[src/rtl/wb_burst_master.sv]
// Wishbone burst master with a first-word-fall-through write FIFO.
// Takes one command at a time, runs an incrementing burst (cti 010, 111 on the last
// beat), returns read words with one cycle of latency, and pulses done/err at the end.
module wb_burst_master #(
   parameter int unsigned DW  = 32,
   parameter int unsigned AW  = 32,
   parameter int unsigned BLW = 5
) (
   input  logic              sys_clk,
   input  logic              RESETN,
   input  logic              init_done,
   input  logic              cmd_valid,
   output logic              cmd_ready,
   input  logic              cmd_we,
   input  logic [AW-1:0]     cmd_addr,
   input  logic [BLW-1:0]    cmd_len,
   input  logic              wdata_valid,
   output logic              wdata_ready,
   input  logic [DW-1:0]     wdata,
   output logic              rdata_valid,
   output logic [DW-1:0]     rdata,
   output logic              done,
   output logic              err,
   output logic              wb_cyc_o,
   output logic              wb_stb_o,
   output logic              wb_we_o,
   output logic [AW-1:0]     wb_addr_o,
   output logic [DW-1:0]     wb_dat_o,
   output logic [DW/8-1:0]   wb_sel_o,
   output logic [2:0]        wb_cti_o,
   input  logic              wb_ack_i,
   input  logic [DW-1:0]     wb_dat_i
);

   localparam int unsigned DEPTH = 2 ** BLW;
   localparam int unsigned BYTES = DW / 8;
   localparam int unsigned SHIFT = $clog2(BYTES);

   localparam logic [1:0] IDLE      = 2'd0;
   localparam logic [1:0] WAIT_DATA = 2'd1;
   localparam logic [1:0] BURST     = 2'd2;
   localparam logic [1:0] DONE      = 2'd3;

   logic [1:0]     state_q, state_d;
   logic           we_q;
   logic [AW-1:0]  addr_q;
   logic [BLW-1:0] len_q;
   logic [BLW-1:0] beat_cnt_q;
   logic           err_q;

   logic [DW-1:0]  mem [DEPTH];
   logic [BLW-1:0] wr_ptr_q, rd_ptr_q;
   logic [BLW:0]   count_q, count_d;

   logic [DW-1:0]  rdata_q;
   logic           rdata_valid_q;

   logic in_burst, accept, full, push, pop, beat_ack, last_beat;

   assign in_burst  = (state_q == BURST);
   assign accept    = cmd_valid & cmd_ready;
   assign full      = (count_q == (BLW+1)'(DEPTH));
   assign push      = wdata_valid & wdata_ready;
   assign beat_ack  = in_burst & wb_ack_i;
   assign pop       = beat_ack & we_q;
   assign last_beat = (beat_cnt_q == (len_q - BLW'(1)));
   assign count_d   = count_q + (BLW+1)'(push) - (BLW+1)'(pop);

   // Next-state logic; WAIT_DATA looks at the post-push level so the burst starts
   // right after the word that satisfies the length is written.
   always_comb begin
      state_d = state_q;
      case (state_q)
         IDLE: begin
            if (accept) begin
               if (cmd_len == '0)  state_d = DONE;
               else if (cmd_we)    state_d = WAIT_DATA;
               else                state_d = BURST;
            end
         end
         WAIT_DATA: if (count_d >= {1'b0, len_q}) state_d = BURST;
         BURST:     if (wb_ack_i && last_beat)    state_d = DONE;
         DONE:      state_d = IDLE;
         default:   state_d = IDLE;
      endcase
   end

   // FSM state and latched command fields.
   always_ff @(posedge sys_clk or negedge RESETN) begin
      if (!RESETN) begin
         state_q    <= IDLE;
         we_q       <= 1'b0;
         addr_q     <= '0;
         len_q      <= '0;
         beat_cnt_q <= '0;
         err_q      <= 1'b0;
      end else begin
         state_q <= state_d;
         if (accept) begin
            we_q       <= cmd_we;
            addr_q     <= cmd_addr;
            len_q      <= cmd_len;
            beat_cnt_q <= '0;
            err_q      <= (cmd_len == '0);
         end else if (beat_ack) begin
            beat_cnt_q <= beat_cnt_q + BLW'(1);
         end
      end
   end

   // Write FIFO pointers and fill level; pointers wrap naturally at DEPTH.
   always_ff @(posedge sys_clk or negedge RESETN) begin
      if (!RESETN) begin
         wr_ptr_q <= '0;
         rd_ptr_q <= '0;
         count_q  <= '0;
      end else begin
         if (push) wr_ptr_q <= wr_ptr_q + BLW'(1);
         if (pop)  rd_ptr_q <= rd_ptr_q + BLW'(1);
         count_q <= count_d;
      end
   end

   // FIFO storage; contents are don't-care once pointers are reset.
   always_ff @(posedge sys_clk) begin
      if (push) mem[wr_ptr_q] <= wdata;
   end

   // Read return path, one cycle after each read ack.
   always_ff @(posedge sys_clk or negedge RESETN) begin
      if (!RESETN) begin
         rdata_q       <= '0;
         rdata_valid_q <= 1'b0;
      end else begin
         rdata_valid_q <= beat_ack & ~we_q;
         if (beat_ack && !we_q) rdata_q <= wb_dat_i;
      end
   end

   // Ready outputs are gated by RESETN so they read low while reset is held.
   assign cmd_ready   = RESETN & init_done & (state_q == IDLE);
   assign wdata_ready = RESETN & ~full;
   assign rdata_valid = rdata_valid_q;
   assign rdata       = rdata_q;
   assign done        = (state_q == DONE);
   assign err         = done & err_q;

   assign wb_cyc_o  = in_burst;
   assign wb_stb_o  = in_burst;
   assign wb_we_o   = in_burst & we_q;
   assign wb_sel_o  = in_burst ? '1 : '0;
   assign wb_cti_o  = in_burst ? (last_beat ? 3'b111 : 3'b010) : 3'b000;
   assign wb_addr_o = addr_q + (AW'(beat_cnt_q) << SHIFT);
   assign wb_dat_o  = mem[rd_ptr_q];

endmodule

[config.mk]
export PLATFORM = sky130hd
export DESIGN_NAME = wb_burst_master
export DESIGN_NICKNAME = d
export VERILOG_FILES = /design/src/rtl/wb_burst_master.sv
export SDC_FILE = /design/constraint.sdc
export NUM_CORES = 1
export LEC_CHECK = 0
export ABC_CLOCK_PERIOD_IN_PS = 3910
export CORE_MARGIN = 4
export CORE_UTILIZATION = 29
export DETAILED_ROUTE_END_ITERATION = 10
export DONT_BUFFER_PORTS = 1
export GPL_TIMING_DRIVEN = 0
export MAX_ROUTING_LAYER = met4
export PLACE_DENSITY_LB_ADDON = 0.2
export SLEW_MARGIN = 10
export SYNTH_ARGS = -nofsm -noshare
export SYNTH_HDL_FRONTEND = slang
export SYNTH_SLANG_ARGS = --single-unit
[constraint.sdc]
create_clock -name sys_clk -period 3.91 [get_ports sys_clk]
set_input_delay 0.782 -clock sys_clk [delete_from_list [all_inputs] [get_ports sys_clk]]
set_output_delay 0.782 -clock sys_clk [all_outputs]
set_load 0.05 [all_outputs]
==> results of run 1 <==
[cell usage after synthesis, types with 4 or more instances]
master,n,area [um^2]
sky130_fd_sc_hd__a21oi_1,7,35.0
sky130_fd_sc_hd__nor4_1,4,25.0
sky130_fd_sc_hd__buf_1,4,15.0
sky130_fd_sc_hd__buf_4,29,218
sky130_fd_sc_hd__nand4_1,7,43.8
sky130_fd_sc_hd__xnor2_1,27,236
sky130_fd_sc_hd__xor2_1,18,158
sky130_fd_sc_hd__and2_1,5,31.3
sky130_fd_sc_hd__clkbuf_1,63,236
sky130_fd_sc_hd__nand2_1,121,454
sky130_fd_sc_hd__edfxtp_1,1024,30700
sky130_fd_sc_hd__o211ai_1,6,45.0
sky130_fd_sc_hd__mux4_2,320,7210
sky130_fd_sc_hd__nand3_1,7,35.0
sky130_fd_sc_hd__nor3_1,9,45.0
sky130_fd_sc_hd__and4_1,4,35.0
sky130_fd_sc_hd__inv_1,30,113
sky130_fd_sc_hd__buf_6,5,56.3
sky130_fd_sc_hd__mux2_2,66,743
sky130_fd_sc_hd__o21ai_0,19,95.1
sky130_fd_sc_hd__nor2_1,48,180
sky130_fd_sc_hd__a21o_1,4,30.0
sky130_fd_sc_hd__and3_1,7,43.8
sky130_fd_sc_hd__o2111ai_1,6,52.6
sky130_fd_sc_hd__dfrtp_1,95,2380
sky130_fd_sc_hd__ha_1,30,375
sky130_fd_sc_hd__buf_2,9,45.0
[critical path, cell delays in order, from the launching register on]
cell and delay (ns):
sky130_fd_sc_hd__dfrtp_1 0.37, sky130_fd_sc_hd__buf_6 0.14, sky130_fd_sc_hd__buf_12 0.11, sky130_fd_sc_hd__buf_16 0.13, sky130_fd_sc_hd__buf_12 0.13, sky130_fd_sc_hd__buf_16 0.13
sky130_fd_sc_hd__mux4_2 0.50, sky130_fd_sc_hd__mux4_2 0.54, sky130_fd_sc_hd__mux2_4 0.39
[cell families (layout without fill, tap and decap cells)]
| kind of cell | after synthesis | in the layout |
|---|---|---|
| flip-flops | 1119 | 1119 |
| multiplexers | 387 | 387 |
| AND/OR/NAND/NOR | 228 | 228 |
| buffers and inverters | 140 | 449 |
| AO/OA/AOI/OAI | 60 | 60 |
| XOR/XNOR | 45 | 45 |
| adder cells (fa/ha/maj) | 32 | 32 |
[worst paths after layout]
kind | cells past startpoint | end | slack [ns] | startpoint
worst max-delay path | 8 | wb_dat_o[25] | -0.04 | rd_ptr_q[0]
worst min-delay path | 0 | mem[3][9] | 0.13 | wdata[9]
worst max register to register | 21 | state_q[0] | 0.22 | count_q[2]
worst min register to register | 2 | err_q | 0.49 | err_q
max in group asynchronous | 2 | rd_ptr_q[2] | 2.82 | RESETN
min in group asynchronous | 2 | addr_q[26] | 0.67 | RESETN
[layout make-up]
type | instances | share of cell area
Sequential cell | 1119 | 0.619
Multi-Input combinational cell | 752 | 0.209
Clock buffer | 150 | 0.0589
Tap cell | 2016 | 0.0471
Timing Repair Buffer | 91 | 0.0299
Buffer | 102 | 0.0211
Clock inverter | 76 | 0.0130
Inverter | 30 | 0.00210
[layer usage]
metal | part of all wire | track usage | vias up
met5 | 0 | - | -
met4 | 0.022 | 0.0387 | 0
met3 | 0.058 | 0.0323 | 161
met2 | 0.50 | 0.256 | 639
met1 | 0.42 | 0.193 | 11390
li1 | - | - | 8743
[flip-flops by register name, indices dropped and copies added, names as in the netlist, 2 cells and up]
signal / flops
rd_ptr_q: 5
mem: 1024
state_q: 2
len_q: 5
beat_cnt_q: 5
wr_ptr_q: 5
count_q: 6
rdata: 32
addr_q: 32
[power by group]
group / leakage (nW) / internal [mW] / switching [mW]
Clock: 1.88 / 6.32 / 4.75
Sequential: 10.4 / 13.8 / 1.25
Combinational: 4.87 / 5.68 / 6.65
[metrics by stage]
stage / area (um^2) / TNS (ns) / power, mW
floorplan: 44000 / 0 / 22.7
global placement: 46500 / -1762.13 / 25.3
detailed placement: 47500 / -21.00 / 25.7
CTS: 53100 / -3.26 / 38.7
global route: 53600 / -3.78 / 40.2
finish: 53600 / -0.178 / 38.5
[timing repair]
| action | CTS | global route |
|---|---|---|
| cloned | 9 | 7 |
| hold endpoints to repair | 95 | 0 |
| endpoints found under the setup margin | 60 | 57 |
| pin swaps | 18 | 20 |
| resized for setup | 290 | 42 |
| setup buffers | 32 | 5 |
| hold buffers | 2 | 0 |
==> run summary, run 1 <==
In this run the worst hold path is classified as input port to flip-flop. The critical path is of the flip-flop to output pin type. The average routed wire per standard cell works out to 27.5 um. Across all hold checks on the routed design, the worst slack comes to 0.130 ns.

The mux contribution to synthesized area came out at 0.181. For the number of vias after detailed routing, the log shows 20933. TritonCTS built the clock tree. Setup repair after global routing could not meet its margin everywhere.

After filler insertion, the fill cell instance count of the layout stands at 13858. The total area inside the core boundary comes to 0.150 mm^2. Timing would allow up to 253 MHz. The number of antenna repair diodes was 0; the number of nets with antenna violations after detailed routing was 0. The register clock-pin slew on the reported worst setup and hold paths was 0.06 ns.

For the max-capacitance violation count, the log shows 0. The tools report the number of antenna violations at the first check in global routing as 0. The minimum period implied by the final worst setup slack is 3.95 ns. The first global-routing pass estimated 168 mm of wire. For the final max-slew violation count, the log shows 0. For the final number of setup-violating endpoints, the log shows 13.

Leakage power total: 17.1 nW. In this run the core area contains 142 standard-cell rows. The run gives 0.154 as the total track usage. The die covers 0.158 mm^2.

Synthesis handed over a netlist of 2011 instances. Max-slew headroom at the worst pin: 0.251. The flow ran to the end, but the final reports show violations. The synthesized design contains 1119 register bits. The tools report the I/O pin total as 219. The maximum fanout along the worst path is 6. Wire length after detailed routing: 119 mm. The filler-free cell count of the finished design was 4336.

The leading cell type in the layout, fill and taps excluded was sky130_fd_sc_hd__edfxtp_1. The growth of design area from synthesis to finish works out to 21.7%. The checks that failed: negative setup slack.

The initial standard-cell utilization of the core is 0.293. The kind of start point of the critical path is a flip-flop. In this run the vertical extent of the chip is 398 um. The compound-gate portion of the synthesized area works out to 0.00927. The area share of fa/ha/maj cells after synthesis is 0.00944, and the clock latency of the later-clocked register in the worst-skew pair is 0.75 ns. Leading register cell type out of synthesis: sky130_fd_sc_hd__edfxtp_1. A synthesized cell averages 21.9 um^2. Entering global routing, the biggest net connects 96 pins. The number of flops mapped to enable cells by yosys is 1024. The hold violation total from the final report is 0, and the area share of and/or/nand/nor cells after synthesis is 0.0230. The share of flip-flops with an asynchronous set or reset was 0.0849; the total DRC errors in the routed layout was 0. The tree is rooted in a sky130_fd_sc_hd__clkbuf_16. The post-placement cell count is 4063, and the worst slack at placement is -0.727 ns. The number of I/O port buffers was 0; the number of synthesis warnings was 0.

The total overflow left after global routing is 0. For the synthesized netlist net count, the log shows 2151. The total power per unit cell area was 719 mW/mm^2; the worst path arrival time was 3.17 ns. The highest ir drop seen on vdd was 0.695 mV.

The xor/xnor share of the synthesized area was 0.00896. The logs give 3.13 ns for the data required time at the worst endpoint and 0.0440 mm^2 for the cell area after technology mapping. The via count of the first global-routing pass is 22415. The estimated wirelength of the detail-placed design was 77.0 mm; the final weighted congestion of routability-driven global placement was 0.765. The clock tree skew after final layout was 0.0513 ns; the number of buffers created by CTS was 120. The least setup slack across all paths after layout is -0.0428 ns, and the layout net count is 2356. The part of the cycle the worst path needs was 1.01. The actual slew at the worst max-slew pin is 1.12 ns, and the buffer levels on the longest clock path is 3. In the final layout, the multi-input gates occupy 0.0112 mm^2. The fraction of final layout cells sized beyond drive strength 1 works out to 0.354. The detailed-router iteration count before antenna repair is 5, and the number of distinct library cells after synthesis is 49. The H-tree generated during clock tree synthesis spans 3 levels. For the portion of the post-synthesis area used by sequential elements, the log shows 0.753. The logs give 0.356 for the end-of-flow core utilization and 1996 for the count of routing violations after the opening detailed-route iteration. STA classifies the critical path endpoint as an output pin.

The clock drives 1119 sinks. The library cells used most frequently in the layout, excluding fill and tap cells, are sky130_fd_sc_hd__edfxtp_1 (1024), sky130_fd_sc_hd__mux4_2 (320), sky130_fd_sc_hd__clkbuf_16 (128). Dividing the detail-routed via count by the number of cells gives 4.83.

For the footprint of the flip-flops and latches, the log shows 0.0331 mm^2. The die is 398 um wide. Dominant combinational cell family by area after synthesis: multiplexers.
Note: power is estimated with default switching activity, not from simulation.
==> run 2: changes to the inputs <==
--- a/config.mk
+++ b/config.mk
@@ -5,9 +5,9 @@
 export SDC_FILE = /design/constraint.sdc
 export NUM_CORES = 1
 export LEC_CHECK = 0
-export ABC_CLOCK_PERIOD_IN_PS = 3910
+export ABC_CLOCK_PERIOD_IN_PS = 5150
 export CORE_MARGIN = 4
-export CORE_UTILIZATION = 29
+export CORE_UTILIZATION = 50
 export DETAILED_ROUTE_END_ITERATION = 10
 export DONT_BUFFER_PORTS = 1
 export GPL_TIMING_DRIVEN = 0
==> constraint.sdc (replaced) <==
create_clock -name sys_clk -period 5.15 [get_ports sys_clk]
set_input_delay 1.03 -clock sys_clk [delete_from_list [all_inputs] [get_ports sys_clk]]
set_output_delay 1.03 -clock sys_clk [all_outputs]
set_load 0.05 [all_outputs]
==> run summary, run 2 (synthesized netlist as in run 1, its figures left out) <==
The run gives 5 (unchanged) as the detailed-router iteration count before antenna repair. The minimum period implied by the final worst setup slack is 4.98 ns. The number of antenna violations at the first check in global routing is 1 (+1), and the final number of setup-violating endpoints is 0 (-13).

The instance area after placement was 0.0464 mm^2 (-2.4%). The run gives 2251 (+13%) as the count of routing violations after the opening detailed-route iteration. The total power per unit cell area works out to 539 mW/mm^2 (-25%).

The initial standard-cell utilization of the core is 0.506 (+0.213). The clock latency of the later-clocked register in the worst-skew pair was 0.69 ns (-0.06 ns). Setup repair after global routing left no endpoint under its margin. The library cell used as clock root buffer is sky130_fd_sc_hd__clkbuf_16. The run gives 0 (unchanged) as the final max-slew violation count. The number of standard-cell rows in the floorplan came out at 108 (-24%). The run gives 201 MHz as the maximum achievable frequency. The register with the most flip-flops in the final layout is mem.

The hold violation total from the final report is 0 (unchanged). The number of vias after detailed routing came out at 20769 (-0.78%). For the cell area after layout, the log shows 0.0502 mm^2 (-6.3%). The logs give 0 (unchanged) for the sum of overflow across all layers after global routing and 1119 (unchanged) for the total clock sinks.

The path depth of the worst reg2reg path is 20 (-4.8%). Number of antenna repair diodes: 0 (unchanged). The H-tree level count is 3 (unchanged), and the actual slew at the worst max-slew pin is 1.27 ns (+0.155 ns). The run gives 2299 (-2.4%) as the layout net count. The run finished with clean final reports. The largest net degree at the start of global routing came out at 100 (+4.2%). The max-slew headroom at the worst pin is 0.147 (-0.104), and the via count normalized by instance count is 6.09 (+26%). The run gives 0.0212 ns (-0.0301 ns) as the clock tree skew after final layout. The worst path arrival time came out at 3.95 ns (+0.78 ns). The count of filler cells inserted in the layout was 6367 (-54%). The number of setup buffers added after CTS was 0 (-100%); the total DRC errors in the routed layout was 0 (unchanged). The run gives 3198 (-21%) as the post-placement cell count. From synthesis to final layout, the design area changed by 14.1%. For the data required time at the worst endpoint, the log shows 4.12 ns (+0.99 ns). Number of nets with antenna violations after detailed routing: 0 (unchanged). The total of hold buffers inserted after clock tree synthesis came out at 0 (-2). The wire length after detailed routing was 103 mm (-14%). The source of the worst register-to-register timing path is state_q[0]. The part of the cycle the worst path needs works out to 0.966. For the number of buffers created by CTS, the log shows 114 (-5.0%).

The tools report the area of the core as 0.0870 mm^2 (-42%). The highest ir drop seen on vdd is 0.376 mV (-46%). The via count of the first global-routing pass came out at 21455 (-4.3%).

The summed negative setup slack over all endpoints is 0 ns (+0.178 ns), and the final weighted congestion of routability-driven global placement is 0.803 (+5.0%). TritonCTS built the clock tree. The tools report the area of the die as 0.0928 mm^2 (-41%).

Kind of start point of the critical path: a flip-flop. The run gives 150 mm (-11%) as the wire length of the first global-routing pass. The width of the die was 305 um (-23%); the register clock-pin slew on the reported worst setup and hold paths was 0.06 ns (about the same). The library cells used most frequently in the layout, excluding fill and tap cells, are sky130_fd_sc_hd__edfxtp_1 (1024), sky130_fd_sc_hd__mux4_2 (320), sky130_fd_sc_hd__nand2_1 (121). The I/O pin total was 219 (unchanged).

The chip height was 305 um (-23%). The fraction of final layout cells sized beyond drive strength 1 works out to 0.306 (-0.0474). The start-to-end type of the worst setup path was flip-flop to output pin. The worst register-to-register path ends at state_q[0]. The library cell used most frequently in the layout, excluding fill and tap cells, is sky130_fd_sc_hd__edfxtp_1. The filler-free cell count of the finished design came out at 3413 (-21%). The buffer levels on the longest clock path was 3 (unchanged).

Class of the tightest hold or removal check: input port to async pin. The tools report the estimated wirelength of the detail-placed design as 67.2 mm (-13%). The max-capacitance violation count is 0 (unchanged), and the number of I/O port buffers is 0 (unchanged). The average routed wire per standard cell was 30.1 um (+9.7%). The flip-flop count of the largest register, all copies and words added is 1024 (unchanged), and the setup slack on the worst flop-to-flop path is 0.25 ns (+0.03 ns).

The leakage power total came out at 16.1 nW (-5.8%). The tools report the kind of end point of the critical path as an output pin. The end-of-flow core utilization was 0.577 (+0.220); the maximum fanout along the worst path was 10 (+4). The total track usage came out at 0.229 (+0.0754).
run 2: changes by cell type in the layout (fill, tap and decap cells not counted), moves of 12 or more:
cell | before | now
sky130_fd_sc_hd__buf_12 | 53 | 27
sky130_fd_sc_hd__buf_16 | 23 | 5
sky130_fd_sc_hd__clkbuf_1 | 48 | 70
sky130_fd_sc_hd__clkbuf_16 | 128 | 116
sky130_fd_sc_hd__mux2_2 | 34 | 66
sky130_fd_sc_hd__mux2_4 | 32 | 0
sky130_fd_sc_hd__xnor2_4 | 12 | 0
run 2: power breakdown:
group          internal (mW)  leakage [nW]  switching, mW  total [mW]
sequential              10.5          10.4          0.847        11.3
clock                   4.74          1.82           3.41        8.15
combinational           3.12          3.92           4.46        7.58
total                   18.4          16.1           8.72        27.1
run 2: metal layers:
metal / wire length (um) / up-vias / part of all wire / global-route usage
li1: - / 8613 / - / -
met1: 40400 / 11223 / 0.39 / 0.304
met2: 52500 / 797 / 0.51 / 0.373
met3: 7640 / 136 / 0.074 / 0.0434
met4: 2360 / 0 / 0.023 / 0.0602
met5: 0 / - / 0 / -
run 2: what timing repair did:
item | in CTS | in global routing
endpoints found under the setup margin | 20 | 30
endpoints found under the hold margin | 0 | 0
gates resized for setup | 13 | 23
run 2: worst max-delay path by stage:
stage / from / endpoint / slack (ns) / cells past startpoint
5_1_grt: rd_ptr_q[1] / wb_dat_o[26] / 0.004 / 6
3_3_place_gp: RESETN / mem[20][9] / -0.62 / 4
2_1_floorplan: state_q[0] / state_q[0] / 0.95 / 20
4_1_cts: rd_ptr_q[1] / wb_dat_o[29] / 0.02 / 6
3_5_place_dp: state_q[0] / state_q[0] / 0.27 / 20
6_report: rd_ptr_q[1] / wb_dat_o[25] / 0.17 / 6
run 2: layout make-up:
type	instances	area, um^2	area share
well taps	1155	1450	0.0288
plain buffers	110	593	0.0118
clock buffers	140	3040	0.0606
repair buffers	32	678	0.0135
flip-flops and latches	1119	33100	0.660
inverters	30	113	0.00224
clock inverters	75	681	0.0136
multi-input cells	752	10500	0.210
run 2: critical path, stage by stage (launching register included):
cell and delay (ns):
sky130_fd_sc_hd__dfrtp_1 0.36, sky130_fd_sc_hd__clkbuf_1 0.23, sky130_fd_sc_hd__clkbuf_1 0.61, sky130_fd_sc_hd__clkbuf_1 0.69, sky130_fd_sc_hd__mux4_2 0.43, sky130_fd_sc_hd__mux4_2 0.51
sky130_fd_sc_hd__mux2_2 0.44
run 2: through the flow:
step,total power [mW],setup slack [ns],hold slack [ns]
2_1_floorplan,17.2,0.949,0.442
3_3_place_gp,18.9,-0.621,0.455
3_5_place_dp,19.2,0.272,0.482
4_1_cts,27.3,0.0163,0.00395
5_1_grt,28.2,0.00388,0.0209
6_report,27.1,0.173,0.0502
==> run 3: changes to the inputs <==
--- a/config.mk
+++ b/config.mk
@@ -5,7 +5,7 @@
 export SDC_FILE = /design/constraint.sdc
 export NUM_CORES = 1
 export LEC_CHECK = 0
-export ABC_CLOCK_PERIOD_IN_PS = 5150
+export ABC_CLOCK_PERIOD_IN_PS = 5700
 export CORE_MARGIN = 4
 export CORE_UTILIZATION = 50
 export DETAILED_ROUTE_END_ITERATION = 10
==> constraint.sdc (replaced) <==
create_clock -name sys_clk -period 5.7 [get_ports sys_clk]
set_input_delay 1.14 -clock sys_clk [delete_from_list [all_inputs] [get_ports sys_clk]]
set_output_delay 1.14 -clock sys_clk [all_outputs]
set_load 0.05 [all_outputs]
==> run summary, run 3 (synthesized netlist as in run 1, its figures left out) <==
The final weighted congestion of routability-driven global placement came out at 0.803 (unchanged). The max-capacitance violation count was 0 (unchanged); the fraction of final layout cells sized beyond drive strength 1 was 0.298 (-0.00886). The tools report the number of buffers created by CTS as 114 (unchanged). The post-placement cell count is 3198 (unchanged).

The path depth of the worst reg2reg path works out to 20 (unchanged). The cell area after layout is 0.0501 mm^2 (-0.17%). From synthesis to final layout, the design area changed by 13.9%. The instance area after placement is 0.0464 mm^2 (unchanged), and the actual slew at the worst max-slew pin is 1.29 ns (+0.0155 ns).

The run gives 0 (unchanged) as the hold violation total from the final report. The run gives 219 (unchanged) as the I/O pin total. The logs give 0.0928 mm^2 (unchanged) for the area of the die and 4.24 ns (+0.29 ns) for the worst path arrival time. The layout net count is 2299 (unchanged), and the area of the core is 0.0870 mm^2 (unchanged). The tools report the data required time at the worst endpoint as 4.56 ns (+0.44 ns). The largest net degree at the start of global routing is 100 (unchanged). The tools report the number of antenna violations at the first check in global routing as 1 (unchanged).

The via count normalized by instance count was 6.09 (about the same); the detailed-router iteration count before antenna repair was 7 (+2). The register clock-pin slew on the reported worst setup and hold paths was 0.06 ns (about the same); the leakage power total was 16.0 nW (-0.64%). The total clock sinks was 1119 (unchanged). The clock tree skew after final layout came out at 0.0204 ns (-0.000844 ns). The tools report the initial standard-cell utilization of the core as 0.506 (unchanged). The flip-flop count of the largest register, all copies and words added came out at 1024 (unchanged). The count of filler cells inserted in the layout was 6370 (+0.047%).

The library cell used as clock root buffer was sky130_fd_sc_hd__clkbuf_16. The part of the cycle the worst path needs was 0.944. The run gives 0.576 (-0.00101) as the end-of-flow core utilization.

The run gives 0 (unchanged) as the total of hold buffers inserted after clock tree synthesis. The tools report the number of resized instances in the post-cts repair step as 0 (-13). The buffer levels on the longest clock path is 3 (unchanged). The wire length after detailed routing is 103 mm (about the same), and the total DRC errors in the routed layout is 0 (unchanged). The maximum achievable frequency is 186 MHz.

The worst stage delay on the critical path was 0.99 ns (+0.30 ns); the number of vias after detailed routing was 20782 (+0.063%). The highest ir drop seen on vdd came out at 0.339 mV (-9.8%). The master of the slowest instance on the critical path is sky130_fd_sc_hd__xnor2_1. The tools report the source of the worst register-to-register timing path as state_q[0]. For the setup slack on the worst flop-to-flop path, the log shows 0.81 ns (+0.56 ns).

The estimated wirelength of the detail-placed design is 67.2 mm (unchanged). The count of routing violations after the opening detailed-route iteration was 2224 (-1.2%). The total track usage is 0.229 (about the same).

The maximum fanout along the worst path works out to 10 (unchanged). Filler-free cell count of the finished design: 3413 (unchanged). The tools report the least setup slack across all paths after layout as 0.318 ns (+0.145 ns). The run gives 24.4 mW (-9.8%) as the power consumption. The worst path in the final design needs a cycle of 5.38 ns, including I/O delays and setup. Total power per unit cell area: 488 mW/mm^2 (-9.6%). TritonCTS built the clock tree. Kind of start point of the critical path: a flip-flop.

In the layout the commonest cells are sky130_fd_sc_hd__edfxtp_1 (1024), sky130_fd_sc_hd__mux4_2 (320), sky130_fd_sc_hd__nand2_1 (121). The number of setup buffers added after CTS was 0 (unchanged); the number of I/O port buffers was 0 (unchanged). For the H-tree level count, the log shows 3 (unchanged). The max-slew headroom at the worst pin is 0.137 (-0.0104). The average routed wire per standard cell came out at 30.1 um (about the same). Setup repair after global routing left no endpoint under its margin. End of the worst register-to-register path: state_q[0]. The run gives 150 mm (about the same) as the wire length of the first global-routing pass. The final number of setup-violating endpoints was 0 (unchanged); the number of standard-cell rows in the floorplan was 108 (unchanged). The start-to-end type of the worst setup path was flip-flop to output pin. More flip-flops sit in one register than any other, and that register is mem. For the sum of overflow across all layers after global routing, the log shows 0 (unchanged).

The run finished with clean final reports. Class of the tightest hold or removal check: input port to async pin. Number of nets with antenna violations after detailed routing: 0 (unchanged). The tools report the number of antenna repair diodes as 0 (unchanged). The worst slack at placement was 0.822 ns (+0.550 ns). The width of the die came out at 305 um (unchanged). The leading cell type in the layout, fill and taps excluded was sky130_fd_sc_hd__edfxtp_1. The worst hold slack is 0.164 ns (+0.114 ns), and the clock latency of the later-clocked register in the worst-skew pair is 0.68 ns (about the same). The worst setup path is captured at an output pin.

For the via count of the first global-routing pass, the log shows 21454 (-0.0047%). Traced cell by cell, the critical path runs through ha_1 -> inv_1 -> fa_1 -> nor2b_1 -> o21ai_0 -> a21boi_0 -> clkbuf_1 -> o2111ai_1 -> xnor2_1. The chip height works out to 305 um (unchanged). The tools report the final max-slew violation count as 0 (unchanged). For the summed negative setup slack over all endpoints, the log shows 0 ns (unchanged).
-- run 3: worst max-delay path by stage --
stage | start | end | slack, ns | cells after the start
after floorplan | wdata_valid | state_q[0] | 1.48 | 19
after detailed placement | state_q[0] | state_q[0] | 0.82 | 20
after global placement | RESETN | mem[20][9] | -0.18 | 4
after CTS | rd_ptr_q[1] | wb_dat_o[29] | 0.26 | 6
after global routing | rd_ptr_q[1] | wb_dat_o[0] | 0.12 | 6
final | beat_cnt_q[0] | wb_addr_o[26] | 0.32 | 9
-- run 3: layer usage --
layer	vias up	GRT usage	wire, um
met3	145	0.0432	7670
li1	8620	-	-
met2	800	0.373	52300
met4	0	0.0608	2340
met1	11217	0.304	40500
met5	-	-	0
-- run 3: power breakdown --
part / total (mW) / internal (mW) / switching (mW)
registers: 10.2 / 9.49 / 0.753
clock network: 7.37 / 4.29 / 3.08
logic: 6.82 / 2.80 / 4.02
-- run 3: worst max-delay path, delay by kind of cell (launching register included) --
kind            cells  cell delay (ns)
xor+xnor            1             0.99
compound gates      3             0.87
fa+ha+maj           2             0.62
buf+inv             2             0.50
flops               1             0.47
simple gates        1             0.11
-- run 3: area by class of cell --
type,instances,area (um^2),share of cell area
clock buffer,140,3040,0.0607
timing repair buffer,32,678,0.0135
buffer,110,573,0.0114
tap,1155,1450,0.0288
inverter,30,113,0.00225
clock inverter,75,681,0.0136
sequential,1119,33100,0.661
multi-input combinational,752,10400,0.209
